`src/rtl/bus_interconnect.sv`:
```
// Fixed-priority req/gnt/rvalid crossbar: the lowest-index requesting host is granted
// and routed to the lowest-index device whose base/mask matches; responses return one cycle later.
module bus_interconnect #(
  parameter int unsigned NrDevices    = 1,
  parameter int unsigned NrHosts      = 1,
  parameter int unsigned DataWidth    = 32,
  parameter int unsigned AddressWidth = 32
) (
  input  logic                      clk_i,
  input  logic                      rst_ni,

  input  logic                      host_req_i     [NrHosts],
  output logic                      host_gnt_o     [NrHosts],
  input  logic [AddressWidth-1:0]   host_addr_i    [NrHosts],
  input  logic                      host_we_i      [NrHosts],
  input  logic [DataWidth/8-1:0]    host_be_i      [NrHosts],
  input  logic [DataWidth-1:0]      host_wdata_i   [NrHosts],
  output logic                      host_rvalid_o  [NrHosts],
  output logic [DataWidth-1:0]      host_rdata_o   [NrHosts],
  output logic                      host_err_o     [NrHosts],

  output logic                      device_req_o   [NrDevices],
  output logic [AddressWidth-1:0]   device_addr_o  [NrDevices],
  output logic                      device_we_o    [NrDevices],
  output logic [DataWidth/8-1:0]    device_be_o    [NrDevices],
  output logic [DataWidth-1:0]      device_wdata_o [NrDevices],
  input  logic                      device_rvalid_i[NrDevices],
  input  logic [DataWidth-1:0]      device_rdata_i [NrDevices],
  input  logic                      device_err_i   [NrDevices],

  input  logic [AddressWidth-1:0]   cfg_device_addr_base [NrDevices],
  input  logic [AddressWidth-1:0]   cfg_device_addr_mask [NrDevices]
);

  localparam int unsigned HostIdxW = (NrHosts > 1) ? $clog2(NrHosts) : 1;
  localparam int unsigned DevIdxW  = (NrDevices > 1) ? $clog2(NrDevices) : 1;
  localparam int unsigned BeW      = DataWidth / 8;

  logic                    w_host_valid;
  logic [HostIdxW-1:0]     w_host_sel;
  logic [AddressWidth-1:0] w_addr;
  logic                    w_we;
  logic [BeW-1:0]          w_be;
  logic [DataWidth-1:0]    w_wdata;
  logic                    w_dev_hit;
  logic [DevIdxW-1:0]      w_dev_sel;

  logic                    r_rsp_pending;
  logic [HostIdxW-1:0]     r_host_sel;
  logic [DevIdxW-1:0]      r_dev_sel;
  logic                    r_unmapped;

  // Scanning from the top index down lets the lowest-index requester overwrite the rest.
  always_comb begin
    // NOTE: every combinational output is given a default first so no latch is inferred.
    w_host_valid = 1'b0;
    w_host_sel   = '0;
    w_addr       = '0;
    w_we         = 1'b0;
    w_be         = '0;
    w_wdata      = '0;
    for (int i = int'(NrHosts) - 1; i >= 0; i--) begin
      if (host_req_i[i]) begin
        w_host_valid = 1'b1;
        w_host_sel   = HostIdxW'(i);
        w_addr       = host_addr_i[i];
        w_we         = host_we_i[i];
        w_be         = host_be_i[i];
        w_wdata      = host_wdata_i[i];
      end
    end
  end

  always_comb begin
    w_dev_hit = 1'b0;
    w_dev_sel = '0;
    for (int d = int'(NrDevices) - 1; d >= 0; d--) begin
      if ((w_addr & cfg_device_addr_mask[d]) == cfg_device_addr_base[d]) begin
        w_dev_hit = 1'b1;
        w_dev_sel = DevIdxW'(d);
      end
    end
  end

  always_comb begin
    for (int h = 0; h < int'(NrHosts); h++) begin
      host_gnt_o[h] = w_host_valid && (w_host_sel == HostIdxW'(h));
    end
    for (int d = 0; d < int'(NrDevices); d++) begin
      device_req_o[d]   = w_host_valid && w_dev_hit && (w_dev_sel == DevIdxW'(d));
      device_addr_o[d]  = w_addr;
      device_we_o[d]    = w_we;
      device_be_o[d]    = w_be;
      device_wdata_o[d] = w_wdata;
    end
  end

  always_ff @(posedge clk_i or negedge rst_ni) begin
    if (!rst_ni) begin
      r_rsp_pending <= 1'b0;
      r_host_sel    <= '0;
      r_dev_sel     <= '0;
      r_unmapped    <= 1'b0;
    end else begin
      // NOTE: sequential state uses non-blocking assignments so all flops update together.
      r_rsp_pending <= w_host_valid;
      r_host_sel    <= w_host_sel;
      r_dev_sel     <= w_dev_sel;
      r_unmapped    <= w_host_valid && !w_dev_hit;
    end
  end

  // Unmapped accesses are answered locally with an error and zero data.
  always_comb begin
    for (int h = 0; h < int'(NrHosts); h++) begin
      host_rvalid_o[h] = 1'b0;
      host_rdata_o[h]  = '0;
      host_err_o[h]    = 1'b0;
      if (r_rsp_pending && (r_host_sel == HostIdxW'(h))) begin
        if (r_unmapped) begin
          host_rvalid_o[h] = 1'b1;
          host_err_o[h]    = 1'b1;
        end else begin
          host_rvalid_o[h] = device_rvalid_i[r_dev_sel];
          host_rdata_o[h]  = device_rdata_i[r_dev_sel];
          host_err_o[h]    = device_err_i[r_dev_sel];
        end
      end
    end
  end

endmodule

```
`config.mk`:
```
export PLATFORM = sky130hd
export DESIGN_NAME = bus_interconnect
export DESIGN_NICKNAME = d
export VERILOG_FILES = /design/src/rtl/bus_interconnect.sv
export SDC_FILE = /design/constraint.sdc
export NUM_CORES = 1
export LEC_CHECK = 0
export CORE_AREA = 2 2 108 110
export DETAILED_ROUTE_END_ITERATION = 6
export DIE_AREA = 0 0 110 112
export PLACE_DENSITY = 0.6
export REMOVE_ABC_BUFFERS = 1
export SYNTH_ARGS = -nofsm -noshare
export SYNTH_HDL_FRONTEND = slang
export SYNTH_SLANG_ARGS = --single-unit
```
`constraint.sdc`:
```
create_clock -name clk_i -period 3.9 [get_ports clk_i]
set_clock_uncertainty 0.2 [all_clocks]
set_input_delay 0.39 -clock clk_i [delete_from_list [all_inputs] [get_ports clk_i]]
set_output_delay 0.39 -clock clk_i [all_outputs]
set_load 0.01 [all_outputs]
```
-- Yosys cells after proc, flatten, opt, wreduce, memory -nomap -nowiden
Cells that the tools add are included.
- logic and storage cells: 19
- input bits: 170
- output and inout port bits: 105
- register bits: 2
- equality and inequality tests: 1
- reduce and logical (&&, ||, !) cells: 3
- bitwise operators: 1
- multiplexer cells: 12
- operators with widths (kind ; count):
    32-bit two-way mux ; 4
    32-bit bitwise AND ; 1
    32-bit == test ; 1
    1-bit two-way mux ; 7
    4-bit two-way mux ; 1
    1-bit logical AND ; 2
    1-bit zero test ; 1

-- Logic depth before layout (Yosys ltp)
- depth in word-level cells: 6
- mapped depth: 6
- mapped depth without buffers: 5

-- Worst setup path before layout
No wires, ideal clock.
- path kind: input -> output
- from: in host_req_i
- to: out device_req_o
- path buffers: 1
- data required time: 3310 ps
- slack: 1942 ps
- stages on the path: 6
- arrival time: 1368 ps
- cell sequence: buf_2 nand3_1 xor2_1 nand4_1 nor4_1 and3_1
- cells in the longest elaborated chain, start to end: 5
- elaborated cells between the ends (all ways): 6
- those cells by class: eq/ne (1); mux (3); bitwise (1); reduce/logical (1)
- ends and longest elaborated chain (element ; RTL line ; source):
    from (decl) ; 12 ; input logic host_req_i [NrHosts],
    32-bit two-way mux ; 63 ; if (host_req_i[i]) begin
    32-bit bitwise AND ; 78 ; if ((w_addr & cfg_device_addr_mask[d]) == cfg_device_addr_base[d]) begin
    32-bit == test ; 78 ;
    1-bit two-way mux ; 78 ;
    1-bit logical AND * ; 90 ; device_req_o[d] = w_host_valid && w_dev_hit && (w_dev_sel == DevIdxW'(d));
    to (decl) ; 22 ; output logic device_req_o [NrDevices],
Mark *: on every way between the ends. The rest lies on a longest branch, timed or not.

-- Worst setup path in the final report
Ends and elaborated chain as after synthesis.

==> out/summary.txt <==
Outcome: finished, final reports clean
Utilization after layout: 0.381
Most frequent CP cell: buf_4
Sequential share of power: 0.039
Placement Setup Slack: 0.731 ns
Wirelength per Cell: 14.0 µm
Global-route wire length before repair: 12.3 mm
Clock H-tree levels: 1
Slowest CP cell: clkdlybuf4s50_1
Post-Synth Adder-Cell Area: 0
WP buf/inv: 4
Cells after synthesis: 197
Number of synthesized flops with an enable pin: 0
Hold crit path type: input pin to async pin
Max Fclk: 0.315 GHz
P_sw: 149 µW
Vias in the first global route: 2444
XOR/XNOR Fraction of Synth Area: 0.218
Sw frac: 0.258
Die area: 12300 µm²
CP startpoint kind: input pin
Met3 wire len: 1.33 mm
# DRC: 0
Slew HR: 0.793
Min setup slack post-route: 0.724 ns
Largest net degree at the start of global routing: 51
Num CTS Buffers: 3
Yosys cell types: 13
Synth warnings: 0
Post-CTS sizing: 0
Final net count: 636
RSZ-0062 raised after global routing: no
Post-synthesis compound-gate area fraction: 0.0175
Leading area contributor after synthesis: and2_1
Fin. Hold Viols: 0
Max Used Layer: met4
Synth top area cells: and2_1 49%, xor2_1 22%, nand3_1 12%, dfrtp_1 3.9%, nand4_1 3.9%
Final setup fails: 0
DR pass1 iterations: 4
Flops & latches, synth: 2
I/O Buffers: 274
Synth Flop Type: dfrtp_1
DR WL met2: 4.21 mm
Initial antenna violation count: 0
Total Routing Usage GR: 0.126
Fillers: 1153
WP data required: 3.31 ns
Internal power component: 429 µW
Detail Route Antenna Nets: 0
Worst hold slack: 0.133 ns
Vias: 2320
Post-synthesis mux area share: 0
CTS tree: done
Vias/cell: 3.82
Total Wirelength: 8.48 mm
Post-synthesis async set-or-reset flop share: 1.00
Worst path cell trace: buf_2, buf_4, nand3_1, xor2_1, nand4_1, nor4_1, buf_4, and3_1, clkdlybuf4s50_1
Initial Util: 0.115
Pleak: 1.56 nW
Worst-path clk slew: 0.03 ns
I/O pins: 275
Post-CTS Hold Buffers: 0
Total grt overflow: 0
Worst vdd ir: 154 µV
Final Max Slew Viols: 0
Setup CP Type: input pin to primary output
DPL Wire Length: 7.51 mm
Post-CTS setup buffers: 0
Post-Route M1 WL: 2.91 mm
Comb pwr share: 0.694
Type of element capturing the critical path: primary output
Crit path DAT: 2.59 ns
Power per cell area: 136 nW/µm²
Post-layout min period: 3.18 ns
Most common library cells after synthesis: 101 x and2_1, 32 x nand3_1, 32 x xor2_1
Critical path's top delay family: buffers and inverters
Root buffer cell: clkbuf_16
Sequential share of the synthesized area: 0.0389
Die span in y: 112 µm
CTS Sinks: 2
Synth Area in Simple Gates: 0.673
Clock power share: 0.267
Synth top area share: 0.491
1st-iter DRT viols: 42
Site Rows: 39
Share of post-route cells with drive strength above 1: 0.0194
Total of max-cap violations: 0
Fin crit share: 0.814
Area Growth Syn to Fin: 231%
Worst slew pin tran: 0.308 ns
Setup TNS: 0 ns
Mapped Avg Cell Area: 6.54 µm²
Gpl congestion: 0.799
Crit path max fanout: 24
CP peak stage delay: 0.56 ns
Core ar.: 11200 µm²
Synthesized cell area: 1290 µm²
WP depth: 9
Antenna diode count: 0
Most frequent cell after synthesis: and2_1
Largest family of logic cells by synthesized area: simple AND/OR/NAND/NOR gates
Die width: 110 µm
Clock Path Buffers: 2
## power by group through the flow
stage               registers [mW]  logic (mW)  clock network [mW]
floorplan                   0.0228      0.0971                   0
global placement            0.0229       0.402                   0
detailed placement          0.0229       0.403                   0
CTS                         0.0228       0.406               0.157
global route                0.0229       0.433               0.159
finish                      0.0228       0.401               0.154
## through the flow
stage | std cells | instance area [µm²] | total power, mW
2_1_floorplan | 182 | 1220 | 0.120
5_1_grt | 607 | 4260 | 0.615
3_3_place_gp | 604 | 4190 | 0.425
4_1_cts | 607 | 4260 | 0.586
3_5_place_dp | 604 | 4190 | 0.426
6_report | 607 | 4260 | 0.578
## cell type report
| class | instances | area (µm²) | area share |
|---|---|---|---|
| Timing Repair Buffer | 279 | 2790 | 0.654 |
| Multi-Input combinational cell | 180 | 1170 | 0.275 |
| Tap cell | 143 | 179 | 0.0420 |
| Clock buffer | 3 | 75.1 | 0.0176 |
| Sequential cell | 2 | 50.0 | 0.0117 |
## worst paths after layout
check / from / to / slack [ns]
setup / recovery: host_req_i / device_req_o / 0.72
hold / removal: rst_ni / r_unmapped$_DFF_PN0_ / 0.13
max in group asynchronous: rst_ni / r_rsp_pending$_DFF_PN0_ / 3.25
min in group clk_i: host_req_i / r_rsp_pending$_DFF_PN0_ / 0.41
## placed cells by master, fill, tap and decap left out
master,n
clkdlybuf4s50_1,273
and2_1,101
nand3_1,32
xor2_1,32
nand4_1,8
buf_4,4
clkbuf_16,3
nor4_1,2
o21a_1,2
dfrtp_1,2
nor2b_1,1
a21boi_0,1
and3_1,1
buf_2,1
buf_12,1
## flip-flops by register name, summed over array words and instances, names as in the netlist
signal         count
r_rsp_pending      1
r_unmapped         1
## routing by layer
metal,GRT usage,vias to the layer above
met5,0,-
met4,0.0177,0
met3,0.0585,4
met2,0.239,162
met1,0.126,983
li1,-,1171
## cells by family (layout without fill, tap and decap cells)
logic type	after synthesis	count (layout)
flip-flops	2	2
AO/OA/AOI/OAI	3	3
AND/OR/NAND/NOR	145	145
buffers and inverters	15	282
XOR/XNOR	32	32
(Power assumes the default switching activity.)
